File: config.mk
export PLATFORM = sky130hd
export DESIGN_NAME = keypad_scanner
export DESIGN_NICKNAME = d
export VERILOG_FILES = /design/src/rtl/keypad_scanner.sv
export SDC_FILE = /design/constraint.sdc
export NUM_CORES = 1
export LEC_CHECK = 0
export BUFFER_PORTS_ARGS = -buffer_cell sky130_fd_sc_hd__buf_4
export CELL_PAD_IN_SITES_DETAIL_PLACEMENT = 0
export CELL_PAD_IN_SITES_GLOBAL_PLACEMENT = 1
export CORE_ASPECT_RATIO = 1.5
export CORE_MARGIN = 4
export CORE_UTILIZATION = 45
export CTS_BUF_LIST = sky130_fd_sc_hd__clkbuf_8
export CTS_CLUSTER_DIAMETER = 150
export DETAILED_ROUTE_END_ITERATION = 7
export GPL_TIMING_DRIVEN = 0
export PLACE_DENSITY = 0.77
export SLEW_MARGIN = 25
export SYNTH_ARGS = -nofsm -noshare
export SYNTH_HDL_FRONTEND = slang
export SYNTH_SLANG_ARGS = --single-unit
File: constraint.sdc
create_clock -name my_clk -period 5.6 [get_ports my_clk]
set_input_delay 0.56 -clock my_clk [delete_from_list [all_inputs] [get_ports my_clk]]
set_output_delay 0.56 -clock my_clk [all_outputs]
set_load 0.005 [all_outputs]
File: src/rtl/keypad_scanner.sv
// rtl/keypad_scanner.sv - 4x4 matrix keypad scanner with press/release debounce and valid/ready key output
module keypad_scanner #(
  parameter int SETTLE_CYCLES    = 4,
  parameter int DEBOUNCE_SAMPLES = 3
) (
  input  logic       my_clk,
  input  logic       my_reset,
  input  logic [3:0] row_n,
  output logic [3:0] col_n,
  output logic [3:0] key_code,
  output logic       key_valid,
  input  logic       key_ready,
  output logic       key_held,
  output logic       overflow
);

  localparam int            DW         = (SETTLE_CYCLES > 1) ? $clog2(SETTLE_CYCLES) : 1;
  localparam logic [DW-1:0] DWELL_LAST = DW'(SETTLE_CYCLES - 1);
  localparam logic [3:0]    DB_TARGET  = 4'(DEBOUNCE_SAMPLES);

  typedef enum logic [1:0] {ST_SCAN, ST_PRESS_DB, ST_HELD} state_t;

  state_t        r_state;
  logic [3:0]    r_sync1;
  logic [3:0]    r_sync2;
  logic [DW-1:0] r_dwell;
  logic [1:0]    r_col;
  logic [1:0]    r_row;
  logic [3:0]    r_cnt;
  logic [3:0]    r_code;
  logic          r_valid;
  logic          r_held;
  logic          r_ovf;

  state_t     w_state_nxt;
  logic [1:0] w_col_nxt;
  logic [1:0] w_row_nxt;
  logic [3:0] w_cnt_nxt;
  logic       w_held_nxt;
  logic       w_emit;
  logic       w_sample;
  logic       w_rows_idle;
  logic       w_row_hit;
  logic [1:0] w_low_row;
  logic [3:0] w_cnt_inc;
  logic [3:0] w_emit_code;

  assign w_sample    = (r_dwell == DWELL_LAST);
  assign w_rows_idle = (r_sync2 == 4'hF);
  assign w_row_hit   = ~r_sync2[r_row];
  assign w_cnt_inc   = (r_cnt == 4'hF) ? r_cnt : r_cnt + 4'd1;
  assign w_emit_code = {w_row_nxt, r_col};

  // Lowest active row wins when several keys share the driven column.
  always_comb begin
    w_low_row = 2'd3;
    if (!r_sync2[0])      w_low_row = 2'd0;
    else if (!r_sync2[1]) w_low_row = 2'd1;
    else if (!r_sync2[2]) w_low_row = 2'd2;
  end

  always_comb begin
    w_state_nxt = r_state;
    w_col_nxt   = r_col;
    w_row_nxt   = r_row;
    w_cnt_nxt   = r_cnt;
    w_held_nxt  = r_held;
    w_emit      = 1'b0;
    if (w_sample) begin
      case (r_state)
        ST_SCAN: begin
          if (!w_rows_idle) begin
            w_row_nxt = w_low_row;
            if (DB_TARGET <= 4'd1) begin
              w_emit      = 1'b1;
              w_held_nxt  = 1'b1;
              w_cnt_nxt   = 4'd0;
              w_state_nxt = ST_HELD;
            end else begin
              w_cnt_nxt   = 4'd1;
              w_state_nxt = ST_PRESS_DB;
            end
          end else begin
            w_col_nxt = r_col + 2'd1;
          end
        end
        ST_PRESS_DB: begin
          if (w_row_hit) begin
            if (w_cnt_inc >= DB_TARGET) begin
              w_emit      = 1'b1;
              w_held_nxt  = 1'b1;
              w_cnt_nxt   = 4'd0;
              w_state_nxt = ST_HELD;
            end else begin
              w_cnt_nxt = w_cnt_inc;
            end
          end else begin
            w_cnt_nxt   = 4'd0;
            w_col_nxt   = r_col + 2'd1;
            w_state_nxt = ST_SCAN;
          end
        end
        ST_HELD: begin
          // Any non-idle sample restarts the release count: bounce or still pressed.
          if (w_rows_idle) begin
            if (w_cnt_inc >= DB_TARGET) begin
              w_held_nxt  = 1'b0;
              w_cnt_nxt   = 4'd0;
              w_col_nxt   = r_col + 2'd1;
              w_state_nxt = ST_SCAN;
            end else begin
              w_cnt_nxt = w_cnt_inc;
            end
          end else begin
            w_cnt_nxt = 4'd0;
          end
        end
        default: begin
          w_cnt_nxt   = 4'd0;
          w_state_nxt = ST_SCAN;
        end
      endcase
    end
  end

  always_ff @(posedge my_clk or posedge my_reset) begin
    if (my_reset) begin
      r_state <= ST_SCAN;
      r_sync1 <= 4'hF;
      r_sync2 <= 4'hF;
      r_dwell <= '0;
      r_col   <= 2'd0;
      r_row   <= 2'd0;
      r_cnt   <= 4'd0;
      r_held  <= 1'b0;
    end else begin
      r_state <= w_state_nxt;
      r_sync1 <= row_n;
      r_sync2 <= r_sync1;
      r_dwell <= w_sample ? '0 : r_dwell + DW'(1);
      r_col   <= w_col_nxt;
      r_row   <= w_row_nxt;
      r_cnt   <= w_cnt_nxt;
      r_held  <= w_held_nxt;
    end
  end

  // Occupied output with no accept on the emitting edge drops the new key.
  always_ff @(posedge my_clk or posedge my_reset) begin
    if (my_reset) begin
      r_code  <= 4'd0;
      r_valid <= 1'b0;
      r_ovf   <= 1'b0;
    end else if (w_emit) begin
      if (!r_valid || key_ready) begin
        r_code  <= w_emit_code;
        r_valid <= 1'b1;
      end else begin
        r_ovf <= 1'b1;
      end
    end else if (r_valid && key_ready) begin
      r_valid <= 1'b0;
    end
  end

  assign col_n     = ~(4'b0001 << r_col);
  assign key_code  = r_code;
  assign key_valid = r_valid;
  assign key_held  = r_held;
  assign overflow  = r_ovf;

endmodule

# ---- After elaboration in Yosys (flattened, before gate mapping)
# Index checks and enable logic that the tools add are counted.
dict set report totals {
  ff_bits 27
  inputBits 7
  out_inout_bits 11
  wordCells 85
}
dict set report classes {
  add_sub_neg 3
  magnitude_cmp 2
  n_eq_ne 14
  n_shift 1
  mux 38
  bitwise_logic 2
  reduce_logical 14
}
# cell count
set op_table {}
lappend op_table {{$mux 2} 15}
lappend op_table {{$mux 4} 5}
lappend op_table {{$ne 2x2->1 const B} 7}
lappend op_table {{$mux 1} 13}
lappend op_table {{$pmux 2 s3} 2}
lappend op_table {{$pmux 4 s3} 1}
lappend op_table {{$reduce_and 6->1} 2}
lappend op_table {{$eq 4x4->1 const B} 2}
lappend op_table {{$reduce_and 2->1} 4}
lappend op_table {{$reduce_and 5->1} 1}
lappend op_table {{$add 2x1->2 const B} 2}
lappend op_table {{$add 4x1->4 const B} 1}
lappend op_table {{$eq 2x2->1 const B} 2}
lappend op_table {{$ge 4x2->1 const B} 1}
lappend op_table {{$not 4->4} 1}
lappend op_table {{$reduce_bool 2->1} 2}
lappend op_table {{$shl 1x2->4 const A} 1}
lappend op_table {{$lt 2x3->1 const B} 1}
lappend op_table {{$ne 3x3->1 const B} 1}
lappend op_table {{$reduce_bool 3->1} 1}
lappend op_table {{$bmux 1 s2} 1}
lappend op_table {{$eq 2x1->1 const B} 1}
lappend op_table {{$logic_not 2->1} 1}
lappend op_table {{$ne 2x1->1 const B} 1}
lappend op_table {{other kinds (5)} 5}

# ---- Depth between registers and ports, before layout
# Gate-level depths: netlist of the first run.
dict set report depth {
  ltp_word 9
  depth_mapped 6
}

# ---- Worst setup path after synthesis of the first run
# Ideal clock, no wire load.
dict set report synth_timing {
  path_type {register -> register}
  start {register r_cnt[0]}
  end {register r_col[1]}
  setup_ns 0.125
  arrival_time_ns 1.644
  path_slack_ns 3.831
  stages_incl_launch_ff 6
  n_path_buf 0
  period_less_slack_ns 1.769
  cell_sequence {dfrtp_1 > ha_1 > nand2b_1 > o2111ai_1 > o311ai_2 > mux2_4}
}
dict set report synth_via {
  elab_chain_cells 5
  word_cells_on_any_way 6
  cone_classes {add/sub: 1; order compare: 1; eq/ne: 2; mux: 1; reduce/logical: 1}
}
# item line
set synth_rtl {}
lappend synth_rtl {{from (decl)} 29} ;# logic [3:0] r_cnt;
lappend synth_rtl {{from (signal assigned)} 143} ;# r_cnt <= w_cnt_nxt;
lappend synth_rtl {{$add 4x1->4 or $eq 4x4->1 (tied branches)} 51} ;# assign w_cnt_inc = (r_cnt == 4'hF) ? r_cnt : r_cnt + 4'd1;
lappend synth_rtl {{$mux 4 *} 51}
lappend synth_rtl {{$ge 4x2->1 *} 106} ;# if (w_cnt_inc >= DB_TARGET) begin
lappend synth_rtl {{$ne 2x2->1 (no source line) *} -}
lappend synth_rtl {{$reduce_and 6->1 (no source line) *} -}
lappend synth_rtl {{to (signal assigned)} 141} ;# r_col <= w_col_nxt;
lappend synth_rtl {{to (decl)} 27} ;# logic [1:0] r_col;
# Mark *: on every way between the ends. The rest lies on a longest branch, timed or not.
# A chain may end at the register's enable or synchronous reset.

# ---- Final worst setup path of the first run
dict set report layout_timing {
  start {register r_cnt[0]}
  end {register r_code[3], in the netlist key_code[3]}
}
dict set report layout_via {
  elab_chain_cells 8
  word_cells_on_any_way 9
  cone_classes {add/sub: 1; order compare: 1; eq/ne: 1; mux: 5; reduce/logical: 1}
}
# item line
set layout_rtl {}
lappend layout_rtl {{$add 4x1->4 or $eq 4x4->1 (tied branches)} 51}
lappend layout_rtl {{$mux 4 *} 51}
lappend layout_rtl {{$ge 4x2->1 *} 89} ;# if (w_cnt_inc >= DB_TARGET) begin
lappend layout_rtl {{$mux 1 *} 89}
lappend layout_rtl {{$mux 1 *} 88} ;# if (w_row_hit) begin
lappend layout_rtl {{$mux 1 *} 70} ;# case (r_state)
lappend layout_rtl {{$mux 1 *} 69} ;# if (w_sample) begin
lappend layout_rtl {{$reduce_and 2->1 (no source line) *} -}
lappend layout_rtl {{to (signal assigned)} 156} ;# r_code <= w_emit_code;
lappend layout_rtl {{to (decl)} 30} ;# logic [3:0] r_code;
# Marked as above.

==> results by group, run 1 <==
Floorplan
  – # IOs: 18
  – Core ar.: 0.00271 mm2
  – Die area: 0.00377 mm2
  – Die W: 51.5 um
  – Die Y: 73.2 um
  – Row count: 23
  – Effective utilization at floorplan: between 40% and 50%

Logic synthesis
  – Yosys top cell area share: 37.3%
  – Cell Area, Synth: ~0.0013 mm2
  – Asr flop ratio synth: 100%
  – Avg Inst Size Synth: 12.1 um2
  – Top post-synthesis cells by area: dfrtp_1, dfstp_2, ha_1
  – Post-synth cell types: 38
  – Synth Register Bits: 27
  – Syn_nets: 118
  – Yosys warns: 0
  – Synth top cells by count: dfrtp_1, inv_1, dfstp_2, ha_1, nand2_1
  – Sequential element share of the synthesized area: 53.8%
  – Largest area contributor in the netlist: dfrtp_1
  – Syn Inst Count: 105
  – Most common cell in the synthesized netlist: dfrtp_1
  – Post-synth EDFFs: 0
  – Synth Flop Type: dfrtp_1

Clock network
  – CTS Hold Bufs: 0
  – Worst-path clk slew: 100 ps
  – Post-cts sizing count: 0
  – Clock buffer depth: 2
  – CTS root buf: clkbuf_8
  – Setup Fix Bufs, Post-CTS: 0
  – Num CTS Buffers: 3
  – CTS tree: yes
  – CTS sink count: 27
  – Clk_lat worst skew: 270 ps
  – CTS H-tree lvls: 1

Global route
  – Antenna violations before repair: 0
  – First-pass GRT wire length: 3.64 mm
  – Vias in the first global route: 822
  – Total grt overflow: 0
  – GRT Overall Usage: 12.5%
  – Pin count of the biggest net entering global routing: 28

Placement
  – Hpwl dp: 1.64 mm
  – Place WS: around 3600 ps
  – PortBufs: 17
  – RD Place Congestion: 0.741

Routing
  – DRT iter0 DRCs: 17
  – Drc violations: 0
  – Antenna-violating nets left: 0
  – Wire per inst: 13.1 um
  – Vias after detailed routing: 838
  – Total wire length: between 2 and 2.5 mm
  – Via/cell ratio: 5.14
  – DR pass1 iterations: 4

Setup path
  – Worst Path Required: 5770 ps
  – Crit Path Category: flip-flop to flip-flop
  – Max FO, Critical Path: 5
  – CP max-delay cell: dfrtp_1
  – Worst R2R Setup Slack: 3620 ps
  – Crit-path max cell delay: 440 ps
  – WP buf/inv: 0
  – Worst Setup Start Kind: flip-flop
  – CP arrival: 2140 ps
  – CP Capture Type: flip-flop
  – Largest delay share family, worst path: compound AO/OA/AOI/OAI gates
  – CP Cell Sequence: ha_1 -> a21boi_2 -> o2111ai_1 -> nand4_2 -> mux2_1

Finish
  – Area grow syn2layout: 17.6%
  – Final nets: 140
  – Layout cells sized above 1: 32.5%
  – Fillers: 273
  – Diodes inserted: 0
  – Finished Core Util: around 55%

Min path
  – HP Class: flip-flop to flip-flop

STA
  – Final hold violations: 0
  – Post-route setup slack: around 3600 ps
  – Count of final setup violators: 0
  – Layout Skew: between 3 and 4 ps
  – Max Clock Freq: 506 MHz
  – RSZ-0062 raised after global routing: no
  – Crit share post-route: roughly a third
  – Fin crit period: 1980 ps
  – Setup TNS: 0 ps
  – Slew Limit Fails: 0
  – Slew HR: 39.5%
  – Tightest Pin Transition: 901 ps

Outcome
  – Status: complete, no violations

Run
  – # Max-Cap Violations: 0

Power and ir drop
  – Pleak: 0.000715 uW
  – Overall power: between 400 and 500 uW
  – Max VDD drop: 166 uV
  – PD cells: 291 mW/mm2
-- layout by cell type (no fill, tap or decap), types with 4 or more instances in the layout --
cell     count
a21oi_1      4
buf_4       18
dfrtp_1     19
dfstp_2      8
ha_1         6
inv_1       14
mux2i_1      4
nand2_1      5
-- power by group --
part	leakage (uW)	internal, uW	total [uW]	switching (uW)
registers	0.000333	217	237	19.6
clock network	0.0000261	52.2	115	63.1
logic	0.000356	48.4	84.5	36.2
total	0.000715	318	437	119
-- logic make-up (layout without fill, tap and decap cells) --
| group | after synthesis | after routing | share of synthesized area, % |
|---|---|---|---|
| DFF | 27 | 27 | 53.8 |
| AOI/OAI and AO/OA | 24 | 24 | 15.4 |
| and+or+nand+nor | 20 | 20 | 10.1 |
| buffers and inverters | 18 | 39 | 6.28 |
| muxes | 9 | 9 | 7.85 |
| adders and majority gates | 6 | 6 | 5.89 |
| xor gates and xnor gates | 1 | 1 | 0.687 |
-- sequential cells by signal, summed over array words and instances (netlist names) --
| signal | cells |
|---|---|
| r_cnt | 4 |
| r_dwell | 2 |
| r_sync1 | 4 |
| key_held | 1 |
| r_sync2 | 4 |
| key_code | 4 |
| r_state | 2 |
| r_row | 2 |
| overflow | 1 |
| key_valid | 1 |
| r_col | 2 |
-- per-layer routing --
layer / track usage, % / up-vias / share of wire [%]
met2: 22.7 / 14 / 54
met4: 4.37 / 0 / 1.8
met1: 14.8 / 408 / 42
met5: 0 / - / 0
met3: 1.84 / 5 / 2.5
li1: - / 411 / -
-- layout make-up --
class	instances	area (um2)	area share, %
sequential	27	686	45.7
inverter	15	56.3	3.76
buffer	3	23.8	1.59
multi-input combinational	60	509	34.0
timing repair buffer	17	128	8.51
tap	37	46.3	3.09
clock buffer	3	41.3	2.75
clock inverter	1	8.76	0.584
-- final timing paths --
kind,startpoint,end,cells after the start
max reg2reg,r_cnt[0],key_code[3],5
max,r_cnt[0],key_code[3],5
min,r_sync1[3],r_sync2[3],0
max in group asynchronous,my_reset,r_cnt[3],2
min in group asynchronous,my_reset,r_dwell[1],2
min reg2reg,r_sync1[3],r_sync2[3],0
-- through the flow --
step	instance area, um2	hold slack, ps	std cells
3_5_place_dp	1450	347	159
4_1_cts	1500	362	163
6_report	1500	361	163
5_1_grt	1500	364	163
3_3_place_gp	1450	346	159
2_1_floorplan	1270	345	105
Note: power is estimated with default switching activity, not from simulation.
==> run 2, diff against run 1 <==
--- a/config.mk
+++ b/config.mk
@@ -5,17 +5,18 @@
 export SDC_FILE = /design/constraint.sdc
 export NUM_CORES = 1
 export LEC_CHECK = 0
+export ABC_AREA = 1
 export BUFFER_PORTS_ARGS = -buffer_cell sky130_fd_sc_hd__buf_4
 export CELL_PAD_IN_SITES_DETAIL_PLACEMENT = 0
 export CELL_PAD_IN_SITES_GLOBAL_PLACEMENT = 1
 export CORE_ASPECT_RATIO = 1.5
 export CORE_MARGIN = 4
-export CORE_UTILIZATION = 45
+export CORE_UTILIZATION = 44
 export CTS_BUF_LIST = sky130_fd_sc_hd__clkbuf_8
 export CTS_CLUSTER_DIAMETER = 150
 export DETAILED_ROUTE_END_ITERATION = 7
 export GPL_TIMING_DRIVEN = 0
-export PLACE_DENSITY = 0.77
+export PLACE_DENSITY = 0.8
 export SLEW_MARGIN = 25
 export SYNTH_ARGS = -nofsm -noshare
 export SYNTH_HDL_FRONTEND = slang
==> constraint.sdc (replaced) <==
create_clock -name my_clk -period 1.9 [get_ports my_clk]
set_input_delay 0.19 -clock my_clk [delete_from_list [all_inputs] [get_ports my_clk]]
set_output_delay 0.19 -clock my_clk [all_outputs]
set_load 0.005 [all_outputs]
==> results by group, run 2 <==
STA
  – RSZ-0062 raised after global routing: no
  – Tightest Pin Transition: 539 ps (-363 ps)
  – Crit share post-route: 85.4% (+50 points)
  – Slew HR: 64.0% (+24 points)
  – Setup TNS: 0 ps (unchanged)
  – Slew Limit Fails: 0 (unchanged)
  – Final hold violations: 19 (+19)
  – Hold_ws: -42.4 ps (-403 ps)
  – Fin crit period: 1620 ps (-354 ps)
  – Count of final setup violators: 0 (unchanged)
  – Max Clock Freq: 616 MHz (+22%)
  – Layout Skew: 8.23 ps (+4.94 ps)

Logic synthesis
  – Largest area contributor in the netlist: dfrtp_1
  – Most common cell in the synthesized netlist: nand2_1
  – Yosys top cell area share: 36.2% (-1.1 points)
  – Post-synth cell types: 22 (-42%)
  – Cell Area, Synth: 0.00131 mm2 (+2.9%)
  – Compound-Gate Fraction of Synth Area: 5.24% (-10 points)
  – Avg Inst Size Synth: 8.69 um2 (-28%)
  – Top post-synthesis cells by area: dfrtp_1, dfstp_2, nand2_1
  – Sequential element share of the synthesized area: 52.2% (-1.5 points)
  – Post-synth EDFFs: 0 (unchanged)
  – Yosys warns: 0 (unchanged)
  – Asr flop ratio synth: 100% (unchanged)
  – Synth Register Bits: 27 (unchanged)
  – Syn_nets: 164 (+39%)
  – XOR/XNOR Fraction of Synth Area: 1.24% (+0.55 points)
  – Main combinational cell family by area after synthesis: simple AND/OR/NAND/NOR gates
  – Adder-Cell Fraction of Synth Area: 5.72% (-0.17 points)
  – Syn Inst Count: 151 (+44%)
  – Synth top cells by count: nand2_1, inv_1, dfrtp_1, nand3_1, dfstp_2
  – Synth Flop Type: dfrtp_1
  – Post-synthesis mux area share: 0% (-7.9 points)
  – Post-synthesis simple-gate area fraction: 26.1% (+16 points)

Floorplan
  – Die Y: 74.9 um (+2.3%)
  – Row count: 24 (+4.3%)
  – Effective utilization at floorplan: 45.5% (-1.6 points)
  – Die W: 52.6 um (+2.2%)
  – Core ar.: 0.00288 mm2 (+6.6%)
  – Die area: 0.00394 mm2 (+4.6%)
  – # IOs: 18 (unchanged)

Global route
  – First-pass GRT wire length: 4.07 mm (+12%)
  – Vias in the first global route: 983 (+20%)
  – Pin count of the biggest net entering global routing: 28 (unchanged)
  – GRT Overall Usage: 14.0% (+1.5 points)
  – Total grt overflow: 0 (unchanged)
  – Antenna violations before repair: 0 (unchanged)

Finish
  – Layout cells sized above 1: 26.7% (-5.8 points)
  – Most common cell after layout, fill and taps aside: nand2_1
  – Area of the multi-input gates: 503 um2 (-1.2%)
  – Reg area: 686 um2 (unchanged)
  – Final nets: 186 (+33%)
  – Diodes inserted: 0 (unchanged)
  – Fillers: 292 (+7.0%)
  – Final instance area: 0.00153 mm2 (+2.3%)
  – Area grow syn2layout: 16.9%
  – Post-route insts no fill: 211 (+29%)
  – Most frequent cells in the layout: nand2_1, inv_1, dfrtp_1

Setup path
  – Critical path origin: r_cnt[0]
  – Worst R2R End: r_col[0]
  – Max FO, Critical Path: 5 (unchanged)
  – R2R cell count: 8 (+3)
  – Worst Setup Start Kind: flip-flop
  – CP arrival: 1830 ps (-310 ps)
  – Crit Path Category: flip-flop to flip-flop
  – CP Capture Point: r_col[0]
  – Worst Path Required: 2110 ps (-3660 ps)
  – R2r startpoint: r_cnt[0]
  – Worst R2R Setup Slack: 280 ps (-3350 ps)
  – CP Capture Type: flip-flop

Routing
  – DRT iter0 DRCs: 10 (-7)
  – Vias after detailed routing: 961 (+15%)
  – Via/cell ratio: 4.55 (-11%)
  – Total wire length: 2.30 mm (+7.4%)
  – Antenna-violating nets left: 0 (unchanged)
  – Wire per inst: 10.9 um (-17%)
  – Drc violations: 0 (unchanged)
  – DR pass1 iterations: 4 (unchanged)

Power and ir drop
  – PD cells: 1210 mW/mm2 (+310%)
  – Max VDD drop: 603 uV (+260%)
  – Pleak: 0.000814 uW (+14%)

Clock network
  – Clock buffer depth: 2 (unchanged)
  – CTS Hold Bufs: 0 (unchanged)
  – CTS tree: yes
  – Num CTS Buffers: 3 (unchanged)
  – Setup Fix Bufs, Post-CTS: 0 (unchanged)
  – CTS sink count: 27 (unchanged)
  – CTS root buf: clkbuf_8
  – Clk_lat worst skew: 270 ps (about the same)
  – CTS H-tree lvls: 1 (unchanged)
  – Post-cts sizing count: 0 (unchanged)
  – Worst-path clk slew: 90 ps (about the same)

Run
  – # Max-Cap Violations: 0 (unchanged)

Placement
  – Placed cell count: 207 (+30%)
  – Hpwl dp: 1.84 mm (+12%)
  – RD Place Congestion: 0.803 (+8.4%)
  – PortBufs: 17 (unchanged)
  – DP Area: 0.00149 mm2 (+2.8%)

Outcome
  – Failing checks: negative hold slack
  – Status: finished with violations

Min path
  – HP Class: input port to asynchronous set/reset pin
run 2: changes by cell type after synthesis, sizes merged, moves of 4 or more:
cell   change
inv       +18
mux2       -5
mux2i      -4
nand2     +41
nand3      +9
nor2      +10
o21ai      +6
run 2: metal layers:
metal	vias to the layer above	global-route usage (%)	wire length, um
met3	5	1.78	40
met2	10	25.8	1280
met4	0	7.67	54
li1	496	-	-
met5	-	0	0
met1	450	15.0	919
run 2: worst min path at each step:
stage | end | depth (start not counted) | from | slack, ps
6_report | key_code[2] | 2 | my_reset | -40
5_1_grt | r_row[1] | 2 | my_reset | 0.6
4_1_cts | r_sync1[2] | 1 | row_n[2] | 10
3_5_place_dp | r_sync1[2] | 1 | row_n[2] | 300
3_3_place_gp | r_sync1[3] | 1 | row_n[3] | 300
2_1_floorplan | r_sync1[0] | 0 | row_n[0] | 190
run 2: power by group:
group,switching (uW),internal (uW),leakage (uW)
logic,409,313,0.000461
clock network,164,145,0.0000269
registers,111,710,0.000327
total,684,1170,0.000814
run 2: kinds of logic (layout without fill, tap and decap cells):
kind of cell / Yosys count / count (layout)
AND/OR/NAND/NOR: 73 / 73
adder cells (fa/ha/maj): 6 / 6
XOR/XNOR: 1 / 1
flip-flops: 27 / 27
buffers and inverters: 33 / 54
AO/OA/AOI/OAI: 11 / 11
run 2: cell type report:
class | count | area share [%]
clock inverter | 1 | 0.245
clock buffer | 3 | 2.69
sequential | 27 | 44.7
tap | 39 | 3.18
inverter | 33 | 8.08
timing repair buffer | 17 | 8.32
multi-input combinational | 91 | 32.8
run 2: metrics by stage:
stage                     utilization (%)  setup slack [ps]  power (uW)
after floorplan                         -               431        1300
after global placement               51.6               302        1540
after detailed placement             51.6               278        1570
after CTS                            53.2               252        1890
after global routing                 53.2              92.4        2040
final                                53.2               277        1850
run 2: critical path: stages, from the launching register on:
cell	delay [ps]
dfrtp_1	430
ha_1	270
or2_1	220
nand2_1	60
nand2_1	90
nor2_4	150
nand2_1	100
nand2_2	110
xor2_2	130
